**src/rtl/calc_pkg.sv**
```systemverilog
// Shared constants, FSM encoding and helpers for the slice-serial subtractor.
package calc_pkg;

  localparam int DATA_W  = 32;
  localparam int SLICE_W = 8;
  localparam int NSLICES = DATA_W / SLICE_W;

  localparam logic [1:0] ST_IDLE   = 2'd0;
  localparam logic [1:0] ST_CALC   = 2'd1;
  localparam logic [1:0] ST_FINISH = 2'd2;

  typedef struct packed {
    logic [DATA_W-1:0] d;
    logic              bout;
  } calc_rsp_t;

  // Magnitude of a negative result: bitwise invert plus one.
  function automatic logic [DATA_W-1:0] twos_neg(input logic [DATA_W-1:0] v);
    return (~v) + {{(DATA_W-1){1'b0}}, 1'b1};
  endfunction

endpackage

```
**src/rtl/sub_slice.sv**
```systemverilog
// Combinational SLICE_W-bit subtract with borrow in/out.
module sub_slice #(
  parameter int SLICE_W = 8
) (
  input  logic [SLICE_W-1:0] a_i,
  input  logic [SLICE_W-1:0] b_i,
  input  logic               bi_i,
  output logic [SLICE_W-1:0] diff_o,
  output logic               bo_o
);

  logic [SLICE_W:0] full;

  // A negative result sets the extra top bit, which is exactly the borrow.
  assign full   = {1'b0, a_i} - {1'b0, b_i} - {{SLICE_W{1'b0}}, bi_i};
  assign diff_o = full[SLICE_W-1:0];
  assign bo_o   = full[SLICE_W];

endmodule

```
**src/rtl/calculation_sub.sv**
```systemverilog
// Slice-serial 32-bit subtractor with optional magnitude; one slice per cycle,
// fixed 5-cycle latency from accepted start to done.
module calculation_sub
  import calc_pkg::*;
#(
  parameter int SLICE_W = calc_pkg::SLICE_W
) (
  input  logic              sub_clk,
  input  logic              sub_rst,
  input  logic              start,
  input  logic [DATA_W-1:0] a,
  input  logic [DATA_W-1:0] b,
  input  logic              bin,
  input  logic              abs_en,
  output logic [DATA_W-1:0] d,
  output logic              bout,
  output logic              busy,
  output logic              done
);

  localparam int NS = DATA_W / SLICE_W;
  localparam int IW = (NS > 1) ? $clog2(NS) : 1;
  localparam logic [IW-1:0] LAST_IDX = IW'(NS - 1);

  logic [1:0]                  state_q, state_d;
  logic [IW-1:0]               idx_q, idx_d;
  logic                        borrow_q, borrow_d;
  logic                        abs_q, abs_d;
  logic [NS-1:0][SLICE_W-1:0]  a_q, a_d;
  logic [NS-1:0][SLICE_W-1:0]  b_q, b_d;
  logic [NS-1:0][SLICE_W-1:0]  diff_q, diff_d;
  calc_rsp_t                   rsp_q, rsp_d;
  logic                        busy_q, busy_d;
  logic                        done_q, done_d;

  logic [SLICE_W-1:0] sl_diff;
  logic               sl_bo;

  // One slice subtractor, fed from the operand slice selected by idx_q.
  sub_slice #(.SLICE_W(SLICE_W)) u_slice (
    .a_i    (a_q[idx_q]),
    .b_i    (b_q[idx_q]),
    .bi_i   (borrow_q),
    .diff_o (sl_diff),
    .bo_o   (sl_bo)
  );

  always_comb begin
    state_d  = state_q;
    idx_d    = idx_q;
    borrow_d = borrow_q;
    abs_d    = abs_q;
    a_d      = a_q;
    b_d      = b_q;
    diff_d   = diff_q;
    rsp_d    = rsp_q;
    busy_d   = busy_q;
    done_d   = 1'b0;
    case (state_q)
      ST_IDLE: begin
        if (start) begin
          a_d      = a;
          b_d      = b;
          borrow_d = bin;
          abs_d    = abs_en;
          idx_d    = '0;
          busy_d   = 1'b1;
          state_d  = ST_CALC;
        end
      end
      ST_CALC: begin
        diff_d[idx_q] = sl_diff;
        borrow_d      = sl_bo;
        // Index parks on the last slice; FINISH is what brings it back to 0.
        if (idx_q == LAST_IDX) state_d = ST_FINISH;
        else                   idx_d   = idx_q + 1'b1;
      end
      ST_FINISH: begin
        rsp_d.bout = borrow_q;
        rsp_d.d    = (abs_q && borrow_q) ? twos_neg(diff_q) : diff_q;
        done_d     = 1'b1;
        busy_d     = 1'b0;
        idx_d      = '0;
        state_d    = ST_IDLE;
      end
      default: begin
        state_d = ST_IDLE;
        busy_d  = 1'b0;
        idx_d   = '0;
      end
    endcase
  end

  always_ff @(posedge sub_clk) begin
    if (sub_rst) begin
      state_q  <= ST_IDLE;
      idx_q    <= '0;
      borrow_q <= 1'b0;
      abs_q    <= 1'b0;
      a_q      <= '0;
      b_q      <= '0;
      diff_q   <= '0;
      rsp_q    <= '0;
      busy_q   <= 1'b0;
      done_q   <= 1'b0;
    end else begin
      state_q  <= state_d;
      idx_q    <= idx_d;
      borrow_q <= borrow_d;
      abs_q    <= abs_d;
      a_q      <= a_d;
      b_q      <= b_d;
      diff_q   <= diff_d;
      rsp_q    <= rsp_d;
      busy_q   <= busy_d;
      done_q   <= done_d;
    end
  end

  assign d    = rsp_q.d;
  assign bout = rsp_q.bout;
  assign busy = busy_q;
  assign done = done_q;

endmodule

```
**config.mk**
```make
export PLATFORM = sky130hd
export DESIGN_NAME = calculation_sub
export DESIGN_NICKNAME = d
export VERILOG_FILES = /design/src/rtl/calc_pkg.sv /design/src/rtl/sub_slice.sv /design/src/rtl/calculation_sub.sv
export SDC_FILE = /design/constraint.sdc
export NUM_CORES = 1
export LEC_CHECK = 0
export ABC_AREA = 1
export CAP_MARGIN = 20
export CORE_MARGIN = 4
export CORE_UTILIZATION = 30
export DETAILED_ROUTE_END_ITERATION = 6
export MAX_ROUTING_LAYER = met4
export PLACE_DENSITY_LB_ADDON = 0.2
export SYNTH_ARGS = -nofsm -noshare
export SYNTH_HDL_FRONTEND = slang
export SYNTH_SLANG_ARGS = --single-unit
```
**constraint.sdc**
```tcl
create_clock -name sub_clk -period 2.35 [get_ports sub_clk]
set_input_delay 0.5875 -clock sub_clk [delete_from_list [all_inputs] [get_ports sub_clk]]
set_output_delay 0.5875 -clock sub_clk [all_outputs]
set_load 0.03 [all_outputs]
```
=== Word level (Yosys, flattened, before mapping) ===
Index checks and enable logic that the tools add are counted.

* Register bits after elaboration: 137
* Latch bits: 0
* Bits in writable memories: 0
* Memory bits (read-only): 0
* Input port bits: 69
* Output and inout port bits: 35
* Memories: 0

* Add/sub/neg operators: 4
* $mul: 0
* Divide/modulo/power cells: 0
* $lt $le $gt $ge: 2
* Equal/unequal tests: 6
* Shifts and indexed selects: 0
* Muxes and demuxes: 19
* Bitwise operators: 2
* Reductions and logical operators: 9

{| class="wikitable"
|+ Operators with widths
! operator !! number
|-
| adder 32 x 1 -> 32 bit, second input constant || 1
|-
| binary-select mux 8 bit (select 2 bit) || 2
|-
| bitwise mux 32 bit || 1
|-
| two-way mux 32 bit || 1
|-
| NOT 32 bit || 1
|-
| two-way mux 8 bit || 3
|-
| demux 8 bit (select 2 bit) || 1
|-
| AND reduction 2 bit || 5
|-
| subtractor 8 x 8 -> 9 bit || 1
|-
| subtractor 9 x 1 -> 9 bit || 1
|-
| two-way mux 2 bit || 4
|-
| one-hot mux 2 bit (2 select lines) || 2
|-
| != test 2 bit, second input constant || 3
|-
| == test 2 bit, second input constant || 2
|-
| one-hot mux 1 bit (2 select lines) || 2
|-
| < comparator 2 x 3 -> 1 bit, second input constant || 1
|-
| two-way mux 1 bit || 3
|-
| adder 2 x 1 -> 2 bit, second input constant || 1
|-
| == test 2 x 1 -> 1 bit, second input constant || 1
|-
| greater-or-equal comparator 2 x 1 -> 1 bit, second input constant || 1
|-
| logical AND 1 bit || 2
|-
| logical NOT 2 bit || 1
|-
| nonzero test 2 bit || 1
|-
| NOT 1 bit || 1
|}

=== Depth between registers and ports, before layout ===
Gate-level depths: netlist of run 1.

* Depth in word-level cells: 5
* Depth in mapped cells: 18
* Depth with buffers taken out: 16

=== Cells and area by module ===
A second synthesis of run 1 with hierarchy kept.

* Cells, all modules: 1001
* Area total of the unflattened synthesis: 6780.3 um2

{| class="wikitable"
|+ By module, submodules not included
! module !! instances !! cells each !! area each (um2) !! seq. area each (um2)
|-
| calculation_sub || 1 || 901 || 6203.4 || 2742.6
|-
| sub_slice || 1 || 100 || 576.8 || 0.0
|}

=== Worst setup path after synthesis of run 1 ===
No wires, ideal clock.

* Path kind: reg-to-reg
* Start: reg idx_q[1]
* End: reg diff_q[30] (netlist name)
* Arrival time: 2387 ps
* Required time: 2235 ps
* Setup slack: -153 ps
* Stages on the path, launching flop included: 16
* Buffers on the path: 2
* Period minus slack after synthesis: 2503 ps
* Cell sequence: dfxtp_1 buf_4 inv_4 clkbuf_1 o21ai_0 o22ai_1 fa_1 inv_1 fa_1 nor2_1 nor2_1 nor2_1 o21bai_1 xor2_1 o21ai_0 inv_1

* Longest elaborated chain between the ends: 5
* Elaborated cells on any way between the ends: 12
* Classes of those cells: 2 x add/sub; 2 x order compare; 7 x mux; 1 x reduce/logical

{| class="wikitable"
|+ RTL lines
! element !! line !! text
|-
| from (decl) || calculation_sub.sv:26 || <nowiki>logic [IW-1:0] idx_q, idx_d;</nowiki>
|-
| from (signal assigned) || calculation_sub.sv:108 || <nowiki>idx_q <= idx_d;</nowiki>
|-
| binary-select mux 8 bit (select 2 bit) (tied with other cells) || calculation_sub.sv:41 || <nowiki>.a_i (a_q[idx_q]),</nowiki>
|-
| two-way mux 8 bit (not written as such) (tied with other cells) || calculation_sub.sv:41 ||
|-
| subtractor 8 x 8 -> 9 bit or two-way mux 8 bit (tied branches) || sub_slice.sv:15, calculation_sub.sv:72 ||
|-
| subtractor 9 x 1 -> 9 bit or demux 8 bit (select 2 bit) (tied branches) || sub_slice.sv:15, calculation_sub.sv:72 ||
|-
| bitwise mux 32 bit * || calculation_sub.sv:72 || <nowiki>diff_d[idx_q] = sl_diff;</nowiki>
|-
| to (signal assigned) || calculation_sub.sv:113 || <nowiki>diff_q <= diff_d;</nowiki>
|-
| to (decl) || calculation_sub.sv:31 || <nowiki>logic [NS-1:0][SLICE_W-1:0] diff_q, diff_d;</nowiki>
|}

Mark *: on every way between the ends. The rest lies on a longest branch, timed or not. The select of a mux whose other input is x is not followed.
A chain may end at the register's enable or synchronous reset.

=== Worst setup path after layout of run 1 ===
* Start: reg idx_q[0]
* End: reg diff_q[18] (netlist name)

Same word-level chain as after synthesis.

==> results.rst, run 1 <==
.. list-table::
   :header-rows: 1

   * - Metric
     - Value
   * - Outcome
     - finished with violations
   * - Violated checks
     - setup timing
   * - Peak supply drop
     - 0.000383 V
   * - ANT nets after route
     - 0
   * - Pin count of the biggest net entering global routing
     - 72
   * - Achievable Freq
     - 412 MHz
   * - Post-synth top area cell
     - sky130_fd_sc_hd__dfxtp_1
   * - Average size of a mapped cell
     - 7.01 sq um
   * - Buffer type at the clock tree root
     - sky130_fd_sc_hd__clkbuf_16
   * - Number of design rule violations left after detail routing
     - 0
   * - Share of layout cells above drive strength 1
     - about 14%
   * - Kind of capture point of the worst setup path
     - register
   * - Routed wire length
     - around 19,000 um
   * - Post-DR vias/cell
     - 4.60
   * - Antenna violations before repair
     - 0
   * - First-pass GRT wire length
     - a little over 30,000 um
   * - Most used DFF post-synth
     - sky130_fd_sc_hd__dfxtp_1
   * - Final critical-path required period
     - between 2 and 2.5 ns
   * - WHS Path Cells
     - 2
   * - Post-synthesis sequential element count
     - between 100 and 150
   * - Cell row count
     - 54
   * - Slew at the pin with the worst max-slew slack
     - roughly 0.52 ns
   * - Area share of the leading cell type in the synthesized netlist
     - roughly two fifths
   * - Number of buffers inserted during clock tree synthesis
     - 17
   * - Cell area after technology mapping
     - between 6000 and 7000 sq um
   * - Total number of vias
     - between 6,000 and 7,000
   * - Die area
     - approximately 25,000 sq um
   * - Number of H-tree levels
     - 4
   * - Post-layout net count
     - between 1,000 and 1,500
   * - Critical path launch point type
     - register
   * - Fraction of synthesis flops using an asynchronous set or reset pin
     - 0%
   * - Final setup violating endpoints
     - 12
   * - Count of flip-flops with a built-in enable after synthesis
     - 0
   * - Instance count of the mapped netlist
     - roughly 970
   * - Clock latency on the worst-skew pair
     - 0.42 ns
   * - Count of different cell masters after synthesis
     - 42
   * - Number of nets in the synthesized netlist
     - 1,060
   * - Drt first pass iters
     - 4
   * - All-Layer GR Usage
     - between 15 and 20%
   * - R2R Setup Slk
     - -0.08 ns
   * - Hold violation total from the final report
     - 0
   * - Total power draw
     - approximately 7.6 mW
   * - Number of cell instances on the worst register-to-register path
     - 12
   * - Sequential element share of the synthesized area
     - 40.3%
   * - PnR worst setup slack
     - -0.0774 ns
   * - Leakage
     - ~4 nW
   * - Register clock-pin slew on the reported worst setup and hold paths
     - about 0.060 ns
   * - Pwr dens
     - 818 nW/um^2
   * - Share of the clock period used by the worst path after layout
     - 103%
   * - Highest-count cells in the layout ignoring fill and taps
     - sky130_fd_sc_hd__nor2_1, sky130_fd_sc_hd__dfxtp_1, sky130_fd_sc_hd__nand2_1, sky130_fd_sc_hd__o21ai_0, sky130_fd_sc_hd__clkdlybuf4s50_1
   * - DR iter-0 viols
     - between 300 and 400
   * - Area growth, synth to finish
     - 36.7%
   * - IO buf count
     - 103
   * - Number of top-level pins
     - ~100
   * - Setup Crit Path Kind
     - reg -> reg
   * - Class of the worst hold path
     - reg -> reg
   * - Number of warnings printed during yosys synthesis
     - 0
   * - Cell Count, Final, Fillers Out
     - 1,384
   * - Placed Cells incl. Taps
     - ~1,300
   * - Die Height
     - between 150 and 200 um
   * - Crit Path Max Fanout
     - 6
   * - RSZ-0062 raised after global routing
     - yes
   * - Clock sink count
     - around 140
   * - Worst clock skew on the final layout
     - 0.00802 ns
   * - Number of fillers in the final layout
     - between 2,000 and 2,500
   * - Post-DP HPWL
     - 13,600 um
   * - Number of global-route vias before repair
     - between 6,000 and 7,000
   * - Largest cells by area after synthesis
     - sky130_fd_sc_hd__dfxtp_1, sky130_fd_sc_hd__nor2_1, sky130_fd_sc_hd__o21ai_0
   * - Grt total ovfl
     - 0
   * - Data required time at the worst endpoint
     - ~2.6 ns
   * - Number of antenna repair diodes
     - 0
   * - Routability-driven placement congestion ratio
     - between 0.9 and 1
   * - Deepest clock path buffer count
     - 2
   * - Data arrival time of the critical path
     - between 2 and 3 ns
   * - Area of the core region
     - 22,100 sq um
   * - Post-Route Setup TNS
     - -0.297 ns
   * - Tightest hold margin
     - 0.460 ns
   * - Most common cell after layout, fill and taps aside
     - sky130_fd_sc_hd__nor2_1
   * - Initial cell density of the core
     - 30.8%
   * - Utilization after layout
     - around 42%
   * - Clock tree from TritonCTS
     - yes
   * - Slew Limit Fails
     - 0
   * - Max-cap viol count
     - 0
   * - Relative slew slack
     - approximately 65%
   * - Routed length per instance
     - between 10 and 15 um
   * - Width of the die
     - 159 um
## sequential cells by signal (all words and copies together), names as in the netlist
register	count
diff_q	32
idx_q	2
d	32
borrow_q	1
done	1
state_q	2
a_q	32
bout	1
b_q	32
abs_q	1
busy	1
## synthesized netlist by cell type (7+ instances only)
cell                       instances
sky130_fd_sc_hd__nor2_1          211
sky130_fd_sc_hd__dfxtp_1         137
sky130_fd_sc_hd__o21ai_0         133
sky130_fd_sc_hd__nand2_1         125
sky130_fd_sc_hd__inv_1            96
sky130_fd_sc_hd__a21oi_1          63
sky130_fd_sc_hd__nand3_1          41
sky130_fd_sc_hd__clkbuf_1         31
sky130_fd_sc_hd__ha_1             17
sky130_fd_sc_hd__buf_2            16
sky130_fd_sc_hd__xor2_1           15
sky130_fd_sc_hd__nand2_2          11
sky130_fd_sc_hd__a32o_1            8
sky130_fd_sc_hd__o22ai_1           7
## path summary, 6_finish.rpt
| check | from | to |
|---|---|---|
| worst min-delay path | a_q[17]$_SDFFE_PP0P_ | a_q[17]$_SDFFE_PP0P_ |
| worst min register to register | a_q[17]$_SDFFE_PP0P_ | a_q[17]$_SDFFE_PP0P_ |
| worst max register to register | idx_q[0]$_SDFFE_PP0P_ | diff_q[18]$_SDFFE_PP0P_ |
| worst max-delay path | idx_q[0]$_SDFFE_PP0P_ | diff_q[18]$_SDFFE_PP0P_ |
## metal layers
| metal | vias up | global-route usage [%] | part of all wire (%) |
|---|---|---|---|
| li1 | 3385 | - | - |
| met1 | 2855 | 19.8 | 48 |
| met2 | 105 | 25.8 | 47 |
| met3 | 15 | 3.07 | 3.8 |
| met4 | 0 | 4.71 | 0.98 |
| met5 | - | - | 0 |
## logic make-up after synthesis
family                   Yosys count  synth area share, %
flip-flops                       137                 40.3
AO/OA/AOI/OAI                    238                 19.1
buffers and inverters            154                 9.42
AND/OR/NAND/NOR                  408                 25.4
XOR/XNOR                          16                 2.17
adder cells (fa/ha/maj)           19                 3.71
## per-stage QoR
stage	cell area, sq um	setup WS [ns]
floorplan	6870	0.0133
global placement	8400	-0.101
detailed placement	8400	-0.144
CTS	9180	-0.0664
global route	9310	-0.174
finish	9310	-0.0774
## critical path: stages, from the launching register on
cell                      delay [ns]
sky130_fd_sc_hd__dfxtp_4        0.41
sky130_fd_sc_hd__buf_6          0.14
sky130_fd_sc_hd__buf_6          0.12
sky130_fd_sc_hd__buf_6          0.10
sky130_fd_sc_hd__nand2_2        0.04
sky130_fd_sc_hd__a32o_2         0.27
sky130_fd_sc_hd__fa_2           0.42
sky130_fd_sc_hd__buf_4          0.15
sky130_fd_sc_hd__buf_6          0.11
sky130_fd_sc_hd__xor2_2         0.16
sky130_fd_sc_hd__buf_6          0.14
sky130_fd_sc_hd__o21ai_0        0.17
sky130_fd_sc_hd__a21oi_1        0.06
## report_power, final
group	switching (mW)	total, mW	internal, mW	leakage [nW]
registers	0.0949	2.55	2.46	1.12
clock network	1.07	2.99	1.92	0.309
logic	1.16	2.08	0.921	2.58
## area by class of cell
| cell class | instances | area [sq um] | area share [%] |
|---|---|---|---|
| multi-input cells | 681 | 3630 | 39.0 |
| flip-flops and latches | 137 | 2750 | 29.5 |
| repair buffers | 152 | 1510 | 16.2 |
| clock buffers | 18 | 439 | 4.72 |
| inverters | 102 | 405 | 4.35 |
| well taps | 280 | 350 | 3.76 |
| clock inverters | 14 | 220 | 2.37 |
## repair_timing
action / in CTS / in global routing
hold buffers: 0 / 0
gates cloned: 1 / 0
pin swaps: 10 / 12
resized for setup: 31 / 40
setup buffers: 4 / 4
endpoints found under the setup margin: 22 / 25
(Power assumes the default switching activity.)
==> run 2, diff against run 1 <==
--- a/config.mk
+++ b/config.mk
@@ -8,7 +8,7 @@
 export ABC_AREA = 1
 export CAP_MARGIN = 20
 export CORE_MARGIN = 4
-export CORE_UTILIZATION = 30
+export CORE_UTILIZATION = 49
 export DETAILED_ROUTE_END_ITERATION = 6
 export MAX_ROUTING_LAYER = met4
 export PLACE_DENSITY_LB_ADDON = 0.2
==> run 2 against run 1 <==
The flow still finishes with violations (setup timing); clock skew down 0.0018 ns; via count up 2.5%; die area down 37%; fmax down 0.73%; combinational power about the same; first-iteration DRC count up 10%; critical endpoint is now borrow_q$_SDFFE_PP0P_; largest cell class unchanged.
==> results.rst, run 2 (synthesis gave the netlist of run 1 again) <==
.. list-table::
   :header-rows: 1

   * - Metric
     - Value
   * - Outcome
     - finished with violations (unchanged)
   * - Violated checks
     - setup timing (unchanged)
   * - Buffer type at the clock tree root
     - sky130_fd_sc_hd__clkbuf_16 (unchanged)
   * - Number of antenna repair diodes
     - 0 (unchanged)
   * - Grt total ovfl
     - 0 (unchanged)
   * - Cell row count
     - 42 (was 54)
   * - IO buf count
     - 103 (unchanged)
   * - Cell Count, Final, Fillers Out
     - 1,277 (was 1,384)
   * - Critical R2R Capture
     - borrow_q$_SDFFE_PP0P_ (was diff_q[18]$_SDFFE_PP0P_)
   * - Max-cap viol count
     - 0 (unchanged)
   * - Post-Route Setup TNS
     - -0.728 ns (was -0.297 ns)
   * - Clock tree from TritonCTS
     - yes (unchanged)
   * - Sequential share of power
     - 36.1% (was 33.5%)
   * - Highest-count cells in the layout ignoring fill and taps
     - sky130_fd_sc_hd__nor2_1, sky130_fd_sc_hd__dfxtp_1, sky130_fd_sc_hd__o21ai_0, sky130_fd_sc_hd__nand2_1, sky130_fd_sc_hd__clkdlybuf4s50_1 (was sky130_fd_sc_hd__nor2_1, sky130_fd_sc_hd__dfxtp_1, sky130_fd_sc_hd__nand2_1, sky130_fd_sc_hd__o21ai_0, sky130_fd_sc_hd__clkdlybuf4s50_1)
   * - Data arrival time of the critical path
     - 2.80 ns (was 2.72 ns)
   * - Top delay family on crit path
     - adder cells (was buffers and inverters)
   * - Met2 routed wirelength
     - 8540 um (was 8830 um)
   * - Worst-path cell chain
     - buf_6 > inv_8 > nand2_2 > a32o_2 > fa_2 > inv_2 > fa_2 > nor2_4 > o21ai_2 > buf_4 > nand2_2 > nand2_2 > nand2_1 > nand3_2 > nand2_2 > a21oi_2 (was buf_6 > buf_6 > buf_6 > nand2_2 > a32o_2 > fa_2 > buf_4 > buf_6 > xor2_2 > buf_6 > o21ai_0 > a21oi_1)
   * - Kind of capture point of the worst setup path
     - register (unchanged)
   * - Die area
     - 15,900 sq um (was 25,200 sq um)
   * - Slew at the pin with the worst max-slew slack
     - 0.561 ns (was 0.519 ns)
   * - Worst-case setup slack after placement
     - -0.194 ns (was -0.144 ns)
   * - PnR worst setup slack
     - -0.0952 ns (was -0.0774 ns)
   * - Worst reg2reg path startpoint
     - idx_q[0]$_SDFFE_PP0P_ (unchanged)
   * - Leakage
     - 3.99 nW (was 4.01 nW)
   * - Maximum single-stage delay on the critical path
     - 0.39 ns (was 0.42 ns)
   * - Clock latency on the worst-skew pair
     - 0.42 ns (about the same)
   * - Area of the multi-input gates
     - 3700 sq um (was 3630 sq um)
   * - R2R Setup Slk
     - -0.1 ns (was -0.08 ns)
   * - Deepest clock path buffer count
     - 2 (unchanged)
   * - Post-route met1 wirelength
     - 7690 um (was 9020 um)
   * - Pwr dens
     - 776 nW/um^2 (was 818 nW/um^2)
   * - Worst clock skew on the final layout
     - 0.00625 ns (was 0.00802 ns)
   * - Number of buffers inserted during clock tree synthesis
     - 17 (unchanged)
   * - Cell area after placement
     - 8240 sq um (was 8400 sq um)
   * - Area of the core region
     - 13,500 sq um (was 22,100 sq um)
   * - Final standard cell area without fillers
     - 9130 sq um (was 9310 sq um)
   * - Width of the die
     - 126 um (was 159 um)
   * - Crit Path Max Fanout
     - 7 (was 6)
   * - Total number of vias
     - 6,517 (was 6,360)
   * - Cell depth of the worst setup path
     - 16 (was 12)
   * - Net load switching power
     - 2.20 mW (was 2.32 mW)
   * - Number of design rule violations left after detail routing
     - 0 (unchanged)
   * - First-pass GRT wire length
     - 28,300 um (was 30,800 um)
   * - Share of layout cells above drive strength 1
     - 14.7% (was 14.3%)
   * - Post-layout net count
     - 1,180 (was 1,179)
   * - Relative slew slack
     - 62.5% (was 65.3%)
   * - Most common cell after layout, fill and taps aside
     - sky130_fd_sc_hd__nor2_1 (unchanged)
   * - Data required time at the worst endpoint
     - 2.70 ns (was 2.64 ns)
   * - Peak supply drop
     - 0.000559 V (was 0.000383 V)
   * - Sw frac
     - 31.1% (was 30.5%)
   * - Hold violation total from the final report
     - 0 (unchanged)
   * - All-Layer GR Usage
     - 22.3% (was 15.8%)
   * - Total power draw
     - 7.09 mW (was 7.62 mW)
   * - DR iter-0 viols
     - 419 (was 381)
   * - Slew Limit Fails
     - 0 (unchanged)
   * - Number of hold buffers added after CTS
     - 0 (unchanged)
   * - Die Height
     - 126 um (was 159 um)
   * - Register clock-pin slew on the reported worst setup and hold paths
     - 0.06 ns (about the same)
   * - Endpoint with the worst hold slack
     - a_q[9]$_SDFFE_PP0P_ (was a_q[17]$_SDFFE_PP0P_)
   * - Final setup violating endpoints
     - 17 (was 12)
   * - Number of global-route vias before repair
     - 6,192 (was 6,262)
   * - Achievable Freq
     - 409 MHz (was 412 MHz)
   * - Utilization after layout
     - 67.8% (was 42.1%)
   * - Final critical-path required period
     - 2.45 ns (was 2.43 ns)
   * - Antenna violations before repair
     - 0 (unchanged)
   * - Logic gate share of total power
     - 29.7% (was 27.3%)
   * - ANT nets after route
     - 0 (unchanged)
   * - Uppermost layer routed
     - met4 (unchanged)
   * - Number of H-tree levels
     - 4 (unchanged)
   * - Routability-driven placement congestion ratio
     - 0.930 (was 0.902)
   * - Clk network pwr share
     - 34.3% (was 39.2%)
   * - Most numerous cell on the critical path
     - sky130_fd_sc_hd__nand2_2 (was sky130_fd_sc_hd__buf_6)
   * - Number of top-level pins
     - 104 (unchanged)
   * - Drt first pass iters
     - 5 (was 4)
   * - Class of the worst hold path
     - reg -> reg (unchanged)
   * - Tightest hold margin
     - 0.458 ns (was 0.460 ns)
   * - Post-DP HPWL
     - 12,500 um (was 13,600 um)
   * - Routed wire length
     - 17,500 um (was 18,700 um)
   * - Share of the clock period used by the worst path after layout
     - 104% (was 103%)
   * - Routed length per instance
     - 13.7 um (was 13.5 um)
   * - Number of fillers in the final layout
     - 1,159 (was 2,290)
   * - Area used by sequential logic in the layout
     - 2750 sq um (about the same)
   * - Pin count of the biggest net entering global routing
     - 55 (was 72)
   * - Internal power
     - 4.89 mW (was 5.29 mW)
   * - Clock sink count
     - 137 (unchanged)
   * - Placed Cells incl. Taps
     - 1,241 (was 1,347)
   * - Hold Path Origin
     - a_q[9]$_SDFFE_PP0P_ (was a_q[17]$_SDFFE_PP0P_)
   * - RSZ-0062 raised after global routing
     - yes (unchanged)
   * - WHS Path Cells
     - 2 (unchanged)
   * - Initial cell density of the core
     - 50.6% (was 30.8%)
   * - Cell type of the slowest stage on the worst timing path
     - sky130_fd_sc_hd__dfxtp_4 (was sky130_fd_sc_hd__fa_2)
   * - Critical path launch point type
     - register (unchanged)
   * - Setup Crit Path Kind
     - reg -> reg (unchanged)
   * - Total length of routed met3 wires
     - 784 um (was 705 um)
   * - Area growth, synth to finish
     - 34.0% (was 36.7%)
   * - Critical path buffer and inverter count
     - 4 (was 6)
   * - Number of cell instances on the worst register-to-register path
     - 16 (was 12)
   * - Post-DR vias/cell
     - 5.10 (was 4.60)
run 2: how the worst max path moves through the flow:
stage	from	end	slack (ns)
2_1_floorplan	idx_q[0]$_SDFFE_PP0P_	diff_q[14]$_SDFFE_PP0P_	0.01
3_3_place_gp	idx_q[0]$_SDFFE_PP0P_	diff_q[14]$_SDFFE_PP0P_	-0.12
3_5_place_dp	idx_q[0]$_SDFFE_PP0P_	diff_q[14]$_SDFFE_PP0P_	-0.19
4_1_cts	idx_q[0]$_SDFFE_PP0P_	diff_q[6]$_SDFFE_PP0P_	-0.03
5_1_grt	idx_q[0]$_SDFFE_PP0P_	diff_q[6]$_SDFFE_PP0P_	-0.19
6_report	idx_q[0]$_SDFFE_PP0P_	borrow_q$_SDFFE_PP0P_	-0.1
run 2: tightest hold or removal path: stages, from the launching register on:
cell	delay [ns]
sky130_fd_sc_hd__dfxtp_1	0.29
sky130_fd_sc_hd__inv_1	0.06
sky130_fd_sc_hd__a21oi_1	0.06
run 2: what timing repair did:
item	CTS	global route
gates cloned	0	1
buffers inserted	1	8
resized for setup	33	56
setup endpoints to repair	25	21
pin swaps	6	24
run 2: per-layer routing:
metal	vias up	global-route usage (%)
met4	0	8.39
met3	36	5.00
met5	-	-
met1	2928	26.4
li1	3381	-
met2	172	37.2
run 2: final cells by class:
type | count | area share [%]
timing repair inverter | 1 | 0.123
multi-input combinational | 681 | 40.5
clock buffer | 24 | 5.28
clock inverter | 4 | 0.493
sequential | 137 | 30.1
inverter | 102 | 4.44
tap | 176 | 2.41
timing repair buffer | 152 | 16.6
run 2: power by group through the flow:
stage	registers [mW]	clock network (mW)	logic [mW]
after floorplan	2.57	0	1.11
after global routing	2.57	2.55	2.31
after CTS	2.55	2.45	1.83
after global placement	2.59	0	1.69
final	2.56	2.43	2.10
after detailed placement	2.60	0	1.72
==> run 3, diff against run 2 <==
--- a/config.mk
+++ b/config.mk
@@ -5,11 +5,11 @@
 export SDC_FILE = /design/constraint.sdc
 export NUM_CORES = 1
 export LEC_CHECK = 0
-export ABC_AREA = 1
 export CAP_MARGIN = 20
 export CORE_MARGIN = 4
-export CORE_UTILIZATION = 49
+export CORE_UTILIZATION = 30
 export DETAILED_ROUTE_END_ITERATION = 6
+export HOLD_SLACK_MARGIN = 0.06
 export MAX_ROUTING_LAYER = met4
 export PLACE_DENSITY_LB_ADDON = 0.2
 export SYNTH_ARGS = -nofsm -noshare
==> run 3 against run 2 <==
The flow still finishes with violations (setup timing); highest routed layer unchanged; combinational power fell by 20%; routed wire length grew 1.1%; flip-flop and latch count is the same; count of clock-buffer cells in the layout is 5 lower; synthesized area down 5.8%; die area rose by 50%.
==> results.rst, run 3 <==
.. list-table::
   :header-rows: 1

   * - Metric
     - Value
   * - Area of the multi-input gates
     - 3740 sq um (was 3700 sq um)
   * - Number of H-tree levels
     - 4 (unchanged)
   * - Achievable Freq
     - 374 MHz (was 409 MHz)
   * - Share of synthesized cell area in and, or, nand and nor gates
     - 20.7% (was 25.4%)
   * - IO buf count
     - 103 (unchanged)
   * - Number of fillers in the final layout
     - 2,116 (was 1,159)
   * - Drt first pass iters
     - 4 (was 5)
   * - Total number of vias
     - 5,610 (was 6,517)
   * - Most used standard cells in the synthesized netlist
     - sky130_fd_sc_hd__nand2_1, sky130_fd_sc_hd__dfxtp_1, sky130_fd_sc_hd__a21oi_1 (was sky130_fd_sc_hd__nor2_1, sky130_fd_sc_hd__dfxtp_1, sky130_fd_sc_hd__o21ai_0)
   * - Area used by sequential logic in the layout
     - 2750 sq um (unchanged)
   * - Fraction of synthesis flops using an asynchronous set or reset pin
     - 0% (unchanged)
   * - Post-synthesis adder-cell area fraction
     - 3.94% (was 3.71%)
   * - Clock tree from TritonCTS
     - yes (unchanged)
   * - Post-synth top area cell
     - sky130_fd_sc_hd__dfxtp_1 (unchanged)
   * - Post-DP HPWL
     - 12,900 um (was 12,500 um)
   * - Final standard cell area without fillers
     - 9070 sq um (was 9130 sq um)
   * - Post-DR vias/cell
     - 4.77 (was 5.10)
   * - Clock latency on the worst-skew pair
     - 0.42 ns (about the same)
   * - Count of different cell masters after synthesis
     - 50 (was 42)
   * - Most used DFF post-synth
     - sky130_fd_sc_hd__dfxtp_1 (unchanged)
   * - Number of warnings printed during yosys synthesis
     - 0 (unchanged)
   * - Violated checks
     - setup timing (unchanged)
   * - Class of the worst hold path
     - reg -> reg (unchanged)
   * - Area share of the leading cell type in the synthesized netlist
     - 42.8% (was 40.3%)
   * - All-Layer GR Usage
     - 15.2% (was 22.3%)
   * - First-pass GRT wire length
     - 28,400 um (was 28,300 um)
   * - Max-cap viol count
     - 0 (unchanged)
   * - Cell row count
     - 53 (was 42)
   * - Share of synthesized area spent on multiplexers
     - 6.38% (was 0%)
   * - Kind of capture point of the worst setup path
     - register (unchanged)
   * - Pwr dens
     - 749 nW/um^2 (was 776 nW/um^2)
   * - Share of layout cells above drive strength 1
     - 18.9% (was 14.7%)
   * - Slew Limit Fails
     - 0 (unchanged)
   * - Routed length per instance
     - 15.0 um (was 13.7 um)
   * - Data required time at the worst endpoint
     - 2.64 ns (was 2.70 ns)
   * - Pin count of the biggest net entering global routing
     - 66 (was 55)
   * - Routability-driven placement congestion ratio
     - 0.807 (was 0.930)
   * - Peak supply drop
     - 0.000435 V (was 0.000559 V)
   * - Grt total ovfl
     - 0 (unchanged)
   * - Average size of a mapped cell
     - 8.47 sq um (was 7.01 sq um)
   * - Final critical-path required period
     - 2.67 ns (was 2.45 ns)
   * - Data arrival time of the critical path
     - 2.96 ns (was 2.80 ns)
   * - Post-synthesis sequential element count
     - 137 (unchanged)
   * - Sequential element share of the synthesized area
     - 42.8% (was 40.3%)
   * - Number of hold buffers added after CTS
     - 0 (unchanged)
   * - Count of flip-flops with a built-in enable after synthesis
     - 0 (unchanged)
   * - Initial cell density of the core
     - 30.5% (was 50.6%)
   * - Cell area after placement
     - 8140 sq um (was 8240 sq um)
   * - Area share of xor/xnor cells in the synthesized design
     - 3.82% (was 2.17%)
   * - Antenna violations before repair
     - 1 (was 0)
   * - Die area
     - 23,800 sq um (was 15,900 sq um)
   * - Register clock-pin slew on the reported worst setup and hold paths
     - 0.06 ns (about the same)
   * - ANT nets after route
     - 0 (unchanged)
   * - Area growth, synth to finish
     - 41.4% (was 34.0%)
   * - Most common cell after layout, fill and taps aside
     - sky130_fd_sc_hd__nand2_1 (was sky130_fd_sc_hd__nor2_1)
   * - Number of design rule violations left after detail routing
     - 0 (unchanged)
   * - PnR worst setup slack
     - -0.324 ns (was -0.0952 ns)
   * - Routed wire length
     - 17,700 um (was 17,500 um)
   * - Instance count of the mapped netlist
     - 757 (was 972)
   * - Highest-count cells in the layout ignoring fill and taps
     - sky130_fd_sc_hd__nand2_1, sky130_fd_sc_hd__dfxtp_1, sky130_fd_sc_hd__clkdlybuf4s50_1, sky130_fd_sc_hd__a21oi_1 (was sky130_fd_sc_hd__nor2_1, sky130_fd_sc_hd__dfxtp_1, sky130_fd_sc_hd__o21ai_0, sky130_fd_sc_hd__nand2_1, sky130_fd_sc_hd__clkdlybuf4s50_1)
   * - Number of nets in the synthesized netlist
     - 845 (was 1,060)
   * - Slew at the pin with the worst max-slew slack
     - 0.638 ns (was 0.561 ns)
   * - Share of the clock period used by the worst path after layout
     - 114% (was 104%)
   * - Most instantiated library cell after synthesis
     - sky130_fd_sc_hd__nand2_1 (was sky130_fd_sc_hd__nor2_1)
   * - Deepest clock path buffer count
     - 2 (unchanged)
   * - Final setup violating endpoints
     - 21 (was 17)
   * - Outcome
     - finished with violations (unchanged)
   * - Buffer type at the clock tree root
     - sky130_fd_sc_hd__clkbuf_16 (unchanged)
   * - Post-synthesis compound-gate area fraction
     - 17.7% (was 19.1%)
   * - Worst clock skew on the final layout
     - 0.00983 ns (was 0.00625 ns)
   * - Setup Crit Path Kind
     - reg -> reg (unchanged)
   * - Post-layout net count
     - 976 (was 1,180)
   * - Width of the die
     - 154 um (was 126 um)
   * - DR iter-0 viols
     - 320 (was 419)
   * - Clock sink count
     - 137 (unchanged)
   * - Relative slew slack
     - 57.4% (was 62.5%)
   * - Number of global-route vias before repair
     - 5,553 (was 6,192)
   * - Utilization after layout
     - 43.1% (was 67.8%)
   * - Area of the core region
     - 21,000 sq um (was 13,500 sq um)
   * - Crit Path Max Fanout
     - 7 (unchanged)
   * - Hold violation total from the final report
     - 0 (unchanged)
   * - Largest cells by area after synthesis
     - sky130_fd_sc_hd__dfxtp_1, sky130_fd_sc_hd__nand2_1, sky130_fd_sc_hd__a21oi_1 (was sky130_fd_sc_hd__dfxtp_1, sky130_fd_sc_hd__nor2_1, sky130_fd_sc_hd__o21ai_0)
   * - Main combinational cell family by area after synthesis
     - simple AND/OR/NAND/NOR gates (unchanged)
   * - RSZ-0062 raised after global routing
     - yes (unchanged)
   * - Cell area after technology mapping
     - 6410 sq um (was 6810 sq um)
   * - Critical path launch point type
     - register (unchanged)
   * - Leakage
     - 3.34 nW (was 3.99 nW)
   * - Number of top-level pins
     - 104 (unchanged)
   * - Number of buffers inserted during clock tree synthesis
     - 17 (unchanged)
   * - Die Height
     - 154 um (was 126 um)
==> run 3: cell types whose count changed after synthesis, moves of 13 or more <==
| cell | change |
|---|---|
| sky130_fd_sc_hd__nand2_1 | +49 |
| sky130_fd_sc_hd__nand3_1 | -39 |
| sky130_fd_sc_hd__clkbuf_1 | +13 |
| sky130_fd_sc_hd__nor2_1 | -157 |
| sky130_fd_sc_hd__mux4_2 | +15 |
| sky130_fd_sc_hd__buf_2 | -15 |
| sky130_fd_sc_hd__a21oi_1 | +35 |
| sky130_fd_sc_hd__a211oi_1 | +29 |
| sky130_fd_sc_hd__o21ai_0 | -127 |
| sky130_fd_sc_hd__inv_1 | -70 |
| sky130_fd_sc_hd__xnor2_1 | +13 |
==> run 3: layer usage <==
metal  track usage, %  up-vias  routed length (um)
met2             23.5      128                8160
met1             19.2     2569                8250
met3             3.83       26                 807
li1                 -     2887                   -
met4             6.18        0                 442
met5                -        -                   0
==> run 3: layout make-up <==
class                   count  area share (%)
diodes                      1          0.0276
clock inverters            12            1.41
repair buffers            164            17.2
flip-flops and latches    137            30.3
well taps                 275            3.80
clock buffers              19            4.89
inverters                  26            1.13
multi-input cells         542            41.3
==> run 3: report_power, final <==
part           total (mW)  internal, mW  switching, mW  leakage, nW
combinational        1.69         0.821          0.871         1.95
sequential           2.49          2.43         0.0671         1.12
clock                2.60          1.58           1.03        0.271
total                6.79          4.82           1.96         3.34
==> run 3: path summary, 6_finish.rpt <==
kind                          from  depth (start not counted)                      end  slack [ns]
max reg2reg  idx_q[0]$_SDFFE_PP0P_                         10  diff_q[30]$_SDFFE_PP0P_       -0.32
min reg2reg   b_q[15]$_SDFFE_PP0P_                          2     b_q[15]$_SDFFE_PP0P_        0.45
max          idx_q[0]$_SDFFE_PP0P_                         10  diff_q[30]$_SDFFE_PP0P_       -0.32
min           b_q[15]$_SDFFE_PP0P_                          2     b_q[15]$_SDFFE_PP0P_        0.45
==> run 3: cells by family (layout without fill, tap and decap cells) <==
| kind of cell | Yosys count | after routing |
|---|---|---|
| other | 0 | 1 |
| adders and majority gates | 19 | 19 |
| DFF | 137 | 137 |
| AOI/OAI and AO/OA | 177 | 177 |
| buffers and inverters | 78 | 221 |
| xor gates and xnor gates | 28 | 28 |
| muxes | 22 | 22 |
| and+or+nand+nor | 296 | 296 |
==> run 3: critical path, cell delays in order, from the launching register on <==
cell and delay, ns:
sky130_fd_sc_hd__dfxtp_4 0.38, sky130_fd_sc_hd__buf_12 0.13, sky130_fd_sc_hd__mux4_2 0.53, sky130_fd_sc_hd__ha_4 0.28
sky130_fd_sc_hd__inv_2 0.04, sky130_fd_sc_hd__ha_4 0.16, sky130_fd_sc_hd__or3_4 0.42, sky130_fd_sc_hd__a21oi_4 0.15
sky130_fd_sc_hd__nor2_2 0.08, sky130_fd_sc_hd__xnor2_4 0.26, sky130_fd_sc_hd__a211oi_2 0.10
==> run 3: through the flow <==
step | TNS, ns | cells | worst slack (ns) | total power [mW] | hold WS [ns]
6_report | -4.67 | 1176 | -0.324 | 6.79 | 0.453
5_1_grt | -6.81 | 1176 | -0.432 | 7.10 | 0.473
4_1_cts | -4.29 | 1174 | -0.328 | 6.74 | 0.455
3_5_place_dp | -6.98 | 1140 | -0.448 | 3.96 | 0.443
3_3_place_gp | -5.86 | 1140 | -0.372 | 3.95 | 0.441
2_1_floorplan | -4.67 | 757 | -0.333 | 3.39 | 0.433
==> run 3: repair_timing <==
| item | CTS | global route |
|---|---|---|
| resized for setup | 32 | 29 |
| pin swaps | 26 | 20 |
| setup buffers | 4 | 3 |
| setup endpoints to repair | 25 | 25 |
